`src/rtl/trace_pkg.sv`:
```
// trace_pkg: shared defaults, FSM state codes and width helpers for trace_column_buffer
package trace_pkg;
  localparam int DEF_ROWS = 480;
  localparam int DEF_CHUNK_W = 16;
  localparam int DEF_NCH = 2;
  localparam int DEF_IDX_W = 10;
  localparam logic [1:0] IDLE = 2'd0;
  localparam logic [1:0] STREAM = 2'd1;
  localparam logic [1:0] DONE = 2'd2;
  function automatic int num_chunks(input int rows, input int w);
    return (rows + w - 1) / w;
  endfunction
  function automatic int clog2_min1(input int n);
    return n > 1 ? $clog2(n) : 1;
  endfunction
endpackage

```
`src/rtl/trace_bank.sv`:
```
// trace_bank: one channel's ROWS-bit column map with clear, set(idx) and chunk read (TRACE_THICK_EN widens each set to idx-1..idx+1)
module trace_bank #(
  parameter int ROWS = 480,
  parameter int CHUNK_W = 16,
  parameter int IDX_W = 10,
  parameter int NUM_CHUNKS = 30,
  parameter int CK_W = 5
) (
  input  logic               clk,
  input  logic               rst,
  input  logic               clr,
  input  logic               set,
  input  logic [IDX_W-1:0]   idx,
  input  logic [CK_W-1:0]    chunk,
  output logic [CHUNK_W-1:0] data
);
  logic [ROWS-1:0] map;
  logic [ROWS-1:0] hit;
  logic [NUM_CHUNKS*CHUNK_W-1:0] padded;
  always_comb begin
    hit = '0;
    for (int r = 0; r < ROWS; r++) begin
`ifdef TRACE_THICK_EN
      hit[r] = set && int'(idx) >= r - 1 && int'(idx) <= r + 1;
`else
      hit[r] = set && int'(idx) == r;
`endif
    end
  end
  // a set on the clear cycle lands in the freshly cleared map
  always_ff @(posedge clk or posedge rst)
    if (rst) map <= '0;
    else if (clr || set) map <= (clr ? '0 : map) | hit;
  assign padded = (NUM_CHUNKS*CHUNK_W)'(map);
  assign data = padded[int'(chunk)*CHUNK_W +: CHUNK_W];
endmodule

```
`src/rtl/trace_column_buffer.sv`:
```
// trace_column_buffer: double-buffered per-channel column bitmaps, swapped on vsync and streamed as chunks (option: TRACE_THICK_EN)
module trace_column_buffer
  import trace_pkg::*;
#(
  parameter int ROWS = DEF_ROWS,
  parameter int CHUNK_W = DEF_CHUNK_W,
  parameter int NCH = DEF_NCH,
  parameter int IDX_W = DEF_IDX_W
) (
  input  logic                                              clk,
  input  logic                                              rst,
  input  logic                                              vsync,
  input  logic                                              sample_valid,
  input  logic [clog2_min1(NCH)-1:0]                        sample_ch,
  input  logic [IDX_W-1:0]                                  sample_idx,
  output logic                                              out_valid,
  input  logic                                              out_ready,
  output logic [CHUNK_W-1:0]                                out_data,
  output logic [clog2_min1(NCH)-1:0]                        out_ch,
  output logic [clog2_min1(num_chunks(ROWS, CHUNK_W))-1:0]  out_chunk,
  output logic                                              out_last,
  output logic                                              frame_done,
  output logic                                              overrun,
  output logic                                              drop
);
  localparam int NUM_CHUNKS = num_chunks(ROWS, CHUNK_W);
  localparam int CH_W = clog2_min1(NCH);
  localparam int CK_W = clog2_min1(NUM_CHUNKS);
  logic vs_q, wsel, swap, idx_ok, ch_ok, samp_ok, hs, at_last, chunk_end;
  logic [1:0] state;
  logic [CH_W-1:0] ch;
  logic [CK_W-1:0] chunk;
  logic [CHUNK_W-1:0] rdata [2][NCH];
  assign swap = vsync && !vs_q;
  assign idx_ok = {1'b0, sample_idx} < (IDX_W+1)'(ROWS);
  if (NCH == 2**CH_W) begin : g_ch_full
    assign ch_ok = 1'b1;
  end else begin : g_ch_part
    assign ch_ok = sample_ch < CH_W'(NCH);
  end
  assign samp_ok = sample_valid && idx_ok && ch_ok;
  // wsel is the write bank; the other one is frozen for streaming
  for (genvar b = 0; b < 2; b++) begin : g_bank
    for (genvar c = 0; c < NCH; c++) begin : g_ch
      trace_bank #(
        .ROWS(ROWS), .CHUNK_W(CHUNK_W), .IDX_W(IDX_W), .NUM_CHUNKS(NUM_CHUNKS), .CK_W(CK_W)
      ) u_bank (
        .clk(clk),
        .rst(rst),
        .clr(swap && wsel != 1'(b)),
        .set(samp_ok && sample_ch == CH_W'(c) && (wsel ^ swap) == 1'(b)),
        .idx(sample_idx),
        .chunk(chunk),
        .data(rdata[b][c])
      );
    end
  end
  assign out_valid = state == STREAM;
  assign out_data = out_valid ? rdata[~wsel][ch] : '0;
  assign out_ch = ch;
  assign out_chunk = chunk;
  assign chunk_end = chunk == CK_W'(NUM_CHUNKS - 1);
  assign at_last = ch == CH_W'(NCH - 1) && chunk_end;
  assign out_last = out_valid && at_last;
  assign hs = out_valid && out_ready;
  always_ff @(posedge clk or posedge rst)
    if (rst) begin
      vs_q <= 1'b0;
      wsel <= 1'b0;
      state <= IDLE;
      ch <= '0;
      chunk <= '0;
      frame_done <= 1'b0;
      overrun <= 1'b0;
      drop <= 1'b0;
    end else begin
      vs_q <= vsync;
      drop <= sample_valid && !(idx_ok && ch_ok);
      frame_done <= hs && at_last;
      overrun <= swap && out_valid && !(hs && at_last);
      if (swap) begin
        wsel <= ~wsel;
        state <= STREAM;
        ch <= '0;
        chunk <= '0;
      end else if (hs) begin
        state <= at_last ? DONE : STREAM;
        chunk <= chunk_end ? '0 : chunk + 1'b1;
        ch <= at_last ? '0 : chunk_end ? ch + 1'b1 : ch;
      end
    end
endmodule

```
`config.mk`:
```
export PLATFORM = sky130hd
export DESIGN_NAME = trace_column_buffer
export DESIGN_NICKNAME = d
export VERILOG_FILES = /design/src/rtl/trace_pkg.sv /design/src/rtl/trace_bank.sv /design/src/rtl/trace_column_buffer.sv
export SDC_FILE = /design/constraint.sdc
export NUM_CORES = 2
export LEC_CHECK = 0
export BUFFER_PORTS_ARGS = -buffer_cell sky130_fd_sc_hd__buf_2
export CAP_MARGIN = 20
export CORE_UTILIZATION = 47
export CTS_CLUSTER_SIZE = 8
export DETAILED_ROUTE_END_ITERATION = 6
export SLEW_MARGIN = 30
export SYNTH_ARGS = -nofsm -noshare
export SYNTH_HDL_FRONTEND = slang
export SYNTH_HIERARCHICAL = 1
export SYNTH_SLANG_ARGS = --single-unit
export TNS_END_PERCENT = 50
```
`constraint.sdc`:
```
create_clock -name clk -period 16.6 [get_ports clk]
set_input_delay 3.32 -clock clk [delete_from_list [all_inputs] [get_ports clk]]
set_output_delay 3.32 -clock clk [all_outputs]
set_load 0.03 [all_outputs]
```
Yosys cells after proc, flatten, opt, wreduce, memory -nomap -nowiden --
Cells that the tools add are included.
Operators by class: add/sub/neg operators 2, multipliers 0, div/mod/pow operators 0, order comparisons 3, equal/unequal tests 481, shift-type cells 4, muxes and demuxes 21, bitwise operators 10, reductions and logical operators 1948
Operators with widths (count):
- equality test 10 bit, second input constant | 224
- logical AND 1 bit | 1937
- 2-to-1 mux 480 bit | 4
- bitwise OR 480 bit | 4
- variable part select 480 x 10 -> 16 bit | 4
- equality test 10 x 9 -> 1 bit, second input constant | 128
- equality test 10 x 8 -> 1 bit, second input constant | 64
- equality test 10 x 7 -> 1 bit, second input constant | 32
- equality test 10 x 6 -> 1 bit, second input constant | 16
- 2-to-1 mux 32 bit | 3
- equality test 10 x 5 -> 1 bit, second input constant | 8
- 2-to-1 mux 16 bit | 4
- equality test 10 x 4 -> 1 bit, second input constant | 4
- equality test 10 x 3 -> 1 bit, second input constant | 2
- 2-to-1 mux 5 bit | 3
- equality test 10 x 2 -> 1 bit, second input constant | 1
- logical NOT 10 bit | 1
- less-than comparator 10 x 9 -> 1 bit, second input constant | 1
- 2-to-1 mux 2 bit | 3
- adder 5 x 1 -> 5 bit, second input constant | 1
- equality test 5 bit, second input constant | 1
- greater-or-equal comparator 2 bit, second input constant | 2
- logical OR 1 bit | 4
- 2-to-1 mux 1 bit | 4
- 9 further kinds | 14
Word-level totals: register bits 1933, latch bits 0, RAM bits 0, memory bits (read-only) 0, input bits 16, output and inout port bits 27, word-level logic and storage cells 2481, memories kept 0

Logic depth before layout (Yosys ltp) --
depth after elaboration 9, depth in mapped cells 11, depth with buffers taken out 8

Cells and area by module --
Netlist, hierarchy kept.
Modules (own cells, without submodules):
- trace_bank | times used 4, cells each 2146, area each 21838.4 um^2, sequential area each 12011.5 um^2
- trace_column_buffer | times used 1, cells each 106, area each 1177.4 um^2, sequential area each 325.3 um^2

Worst setup path after synthesis --
Ideal clock, no wire load.
path kind register to output, start reg chunk[1] (netlist: out_chunk[1]), end out out_data[0], arrival 2566 ps, slack 10714 ps, stages on the path, launching flop included 9, cells stage by stage dfrtp_1 buf_6 buf_2 mux2i_1 o22ai_1 o41ai_1 o311ai_1 mux4_2 nor2b_1
RTL lines:
- start, declared | line trace_column_buffer.sv:32 | logic [CK_W-1:0] chunk;
- start signal, assigned | line trace_column_buffer.sv:88 | chunk <= chunk_end ? '0 : chunk + 1'b1;
- end, declared | line trace_column_buffer.sv:18 | output logic [CHUNK_W-1:0] out_data,

==> summary.md <==
| Metric | Value |
|---|---|
| DP HPWL | 159 mm |
| Final wirelength | 264 mm |
| CTS Root Cell | clkbuf_16 |
| Post-placement cell count | 10,600 |
| CP cell instances | buf_4 -> buf_12 -> buf_4 -> nand3b_2 -> o22ai_1 -> o41ai_1 -> o311ai_1 -> mux4_2 -> nor2b_1 -> buf_2 |
| CTS Sinks | 1,933 |
| Dominant synthesized flop cell | dfrtp_1 |
| Area contributors post-synth | dfrtp_1 55%, o22ai_1 15%, inv_1 8.2%, mux2i_1 6.5%, mux4_2 2.8% |
| Worst-margin pin slew | 1.09 ns |
| CTS tree | yes |
| Power per Cell Area | 118 nW/um2 |
| Worst Hold Path Cells | 2 |
| Setup Total Neg Slack | 0 ns |
| Worst path max stage delay | 0.84 ns |
| Syn nets | 8,710 |
| Starting Density | 0.475 |
| Setup Skew | 0.0429 ns |
| Final period util | 0.597 |
| Rows | 158 |
| CP arrival | 6.59 ns |
| Core area | 186,000 um2 |
| Total GRT Usage | 0.276 |
| Leak Pwr | 39.2 nW |
| HP Class | register to register |
| H-tree depth | 5 |
| Syn Std Cell Area | 88,500 um2 |
| Netlist cell types | 51 |
| Maximum fanout along the worst path | 126 |
| Pin count of the biggest net entering global routing | 220 |
| Initial antenna violation count | 15 |
| Final worst path period need | 9.91 ns |
| Slew headroom | 0.273 |
| CP bufs+invs | 4 |
| Number of max-cap violations | 0 |
| I/O pin cnt | 43 |
| Synth async-reset ratio | 1.00 |
| Slew Limit Fails | 0 |
| Flops & latches, synth | 1,933 |
| Commonest cells post-synth | 2,064 x o22ai_1, 1,933 x dfrtp_1, 1,930 x inv_1, 576 x mux2i_1, 463 x clkbuf_1 |
| Layout Utilization | 0.523 |
| Total power | 11.5 mW |
| F_max | 101 MHz |
| Yosys top cell area share | 0.546 |
| Final hold violation count | 0 |
| Setup CP Type | register to primary output |
| First-pass GRT wire length | 406 mm |
| Worst vdd ir | 0.0908 mV |
| Number of CTS-inserted buffers | 292 |
| Synth Area per Inst | 10.2 um2 |
| Clock transition at path regs | 0.05 ns |
| CTS max path bufs | 4 |
| Setup Viol. Count Final | 0 |
| Worst reg-to-reg path cell count | 6 |
| Kind of cell adding the most delay to the critical path | buffers and inverters |
| Status | finished clean |
| Drt first-iter violations | 6,093 |
| Cell mode on critical path | buf_4 |
| Seq/Total Area, Yosys | 0.546 |
| RSZ-0062 raised after global routing | false |
| CP Data Required Time | 13.28 ns |
| Die height | 436 um |
| Slowest cell on the critical path | dfrtp_4 |
| Startpoint types | register |
| Number of synthesized flops with an enable pin | 0 |
| Syn Inst Count | 8,690 |
| Top-count cell post-synth | o22ai_1 |
| Critical path endpoint category | primary output |
| Wire per inst | 24.2 um |
| Cell Count, Final, Fillers Out | 10,900 |
| Vias in the first global route | 64,700 |
| Die span in x | 436 um |
| Cts repair resizes | 0 |
| CP Depth | 10 |
| YS warnings | 6 |
| Drt drc | 0 |
| NumNets Final | 8,427 |
| Mean number of vias per cell | 5.98 |
| Via Count | 65,200 |
| # port buffers | 42 |
| # hold bufs at CTS | 0 |
| DRT antenna net count | 0 |
| Congestion Overflow GR | 0 |
| Worst-Skew Late Latency | 0.92 ns |
| Cell taking the most area after synthesis | dfrtp_1 |
| GPL Wtd Cong | 0.862 |
| First-pass DRT Iterations | 6 |
| Die Area | 190,000 um2 |
| Number of setup buffers added after CTS | 0 |
| Layout area overhead | 10.0% |
| Fraction of layout cells with a size suffix above 1 | 0.0925 |
==> metal layers <==
| metal | global-route usage | wire length [um] | vias up |
|---|---|---|---|
| met1 | 0.382 | 114000 | 32800 |
| met5 | 0 | 34 | - |
| met4 | 0.127 | 12700 | 6 |
| li1 | - | - | 29700 |
| met3 | 0.0508 | 17400 | 596 |
| met2 | 0.421 | 120000 | 2142 |
==> power breakdown <==
part,switching [mW],leakage [nW],internal (mW)
logic,1.15,8.53,0.470
clock network,1.96,3.68,3.12
registers,0.0567,27.0,4.79
==> area by class of cell <==
cell class                 count  area [um2]
antenna                       12        30.0
clock buffer                 305        7450
clock inverter                 4        38.8
fill                       16600       88800
inverter                    1931        7280
multi-input combinational   4050       29500
sequential                  1933       48400
tap                         2480        3100
timing repair buffer         199        1670
==> registers in the layout (all words and copies together), names as in the netlist <==
signal,flops
state,2
g_bank.g_ch.u_bank/map,1920
overrun,1
frame_done,1
out_ch,1
wsel,1
out_chunk,5
vs_q,1
drop,1
==> kinds of logic (layout without fill, tap and decap cells) <==
group | Yosys count | in the layout | share of synthesized area
buf+inv | 2707 | 2439 | 0.123
compound gates | 2590 | 2590 | 0.193
flops | 1933 | 1933 | 0.546
simple gates | 743 | 743 | 0.0406
mux | 712 | 712 | 0.0967
fa+ha+maj | 4 | 4 | 0.000565
xor+xnor | 1 | 1 | 0.0000989
other cells | 0 | 12 | 0
==> cell usage in the layout (no fill, tap or decap), drive strengths merged, types with 2 or more instances in the layout <==
| cell type | netlist | layout |
|---|---|---|
| mux4 | 112 | 112 |
| dfrtp | 1933 | 1933 |
| and3b | 5 | 5 |
| or2 | 12 | 12 |
| clkinvlp | 0 | 2 |
| mux2i | 576 | 576 |
| nand4 | 5 | 5 |
| a211oi | 41 | 41 |
| mux2 | 24 | 24 |
| diode | 0 | 12 |
| clkinv | 0 | 3 |
| o221ai | 24 | 24 |
| a21oi | 69 | 69 |
| ha | 4 | 4 |
| a22oi | 128 | 128 |
| o41ai | 40 | 40 |
| nor2b | 62 | 62 |
| o311ai | 40 | 40 |
| nor2 | 132 | 132 |
| nor3b | 4 | 4 |
| a41oi | 3 | 3 |
| or3b | 16 | 16 |
| nand3b | 17 | 17 |
| clkbuf | 463 | 305 |
| nand2 | 333 | 333 |
| nand3 | 92 | 92 |
| o22ai | 2064 | 2064 |
| and2 | 16 | 16 |
| buf | 313 | 199 |
| o21ai | 25 | 25 |
| inv | 1931 | 1930 |
| o211ai | 129 | 129 |
| nor3 | 11 | 11 |
| or3 | 7 | 7 |
| a32o | 24 | 24 |
| nand2b | 29 | 29 |
==> stage by stage <==
step           hold slack [ns]  setup WS (ns)  cell area [um2]
6_report                 0.522           6.69            97400
5_1_grt                  0.535           6.49            97400
4_1_cts                  0.526           6.73            97100
3_5_place_dp             0.518           7.71            89700
3_3_place_gp             0.509           7.78            89500
2_1_floorplan            0.489         -0.113            88500
==> worst paths after layout <==
kind,startpoint,to,slack (ns)
min in group asynchronous,rst,g_bank[1].g_ch[0].u_bank/map[342]$_DFFE_PP0P_,2.71
worst max register to register,wsel$_DFFE_PP0P_,g_bank[0].g_ch[0].u_bank/map[206]$_DFFE_PP0P_,12.70
max in group asynchronous,rst,g_bank[0].g_ch[0].u_bank/map[260]$_DFFE_PP0P_,11.46
worst min register to register,g_bank[0].g_ch[0].u_bank/map[147]$_DFFE_PP0P_,g_bank[0].g_ch[0].u_bank/map[147]$_DFFE_PP0P_,0.52
worst min-delay path,g_bank[0].g_ch[0].u_bank/map[147]$_DFFE_PP0P_,g_bank[0].g_ch[0].u_bank/map[147]$_DFFE_PP0P_,0.52
worst max-delay path,out_chunk[1]$_DFFE_PP0P_,out_data[15],6.69
==> worst min-delay path, cell delays in order, from the launching register on <==
cell and delay [ns]:
dfrtp_1 0.37, inv_1 0.05, o22ai_1 0.06
Power figures use the tool's default switching activity.
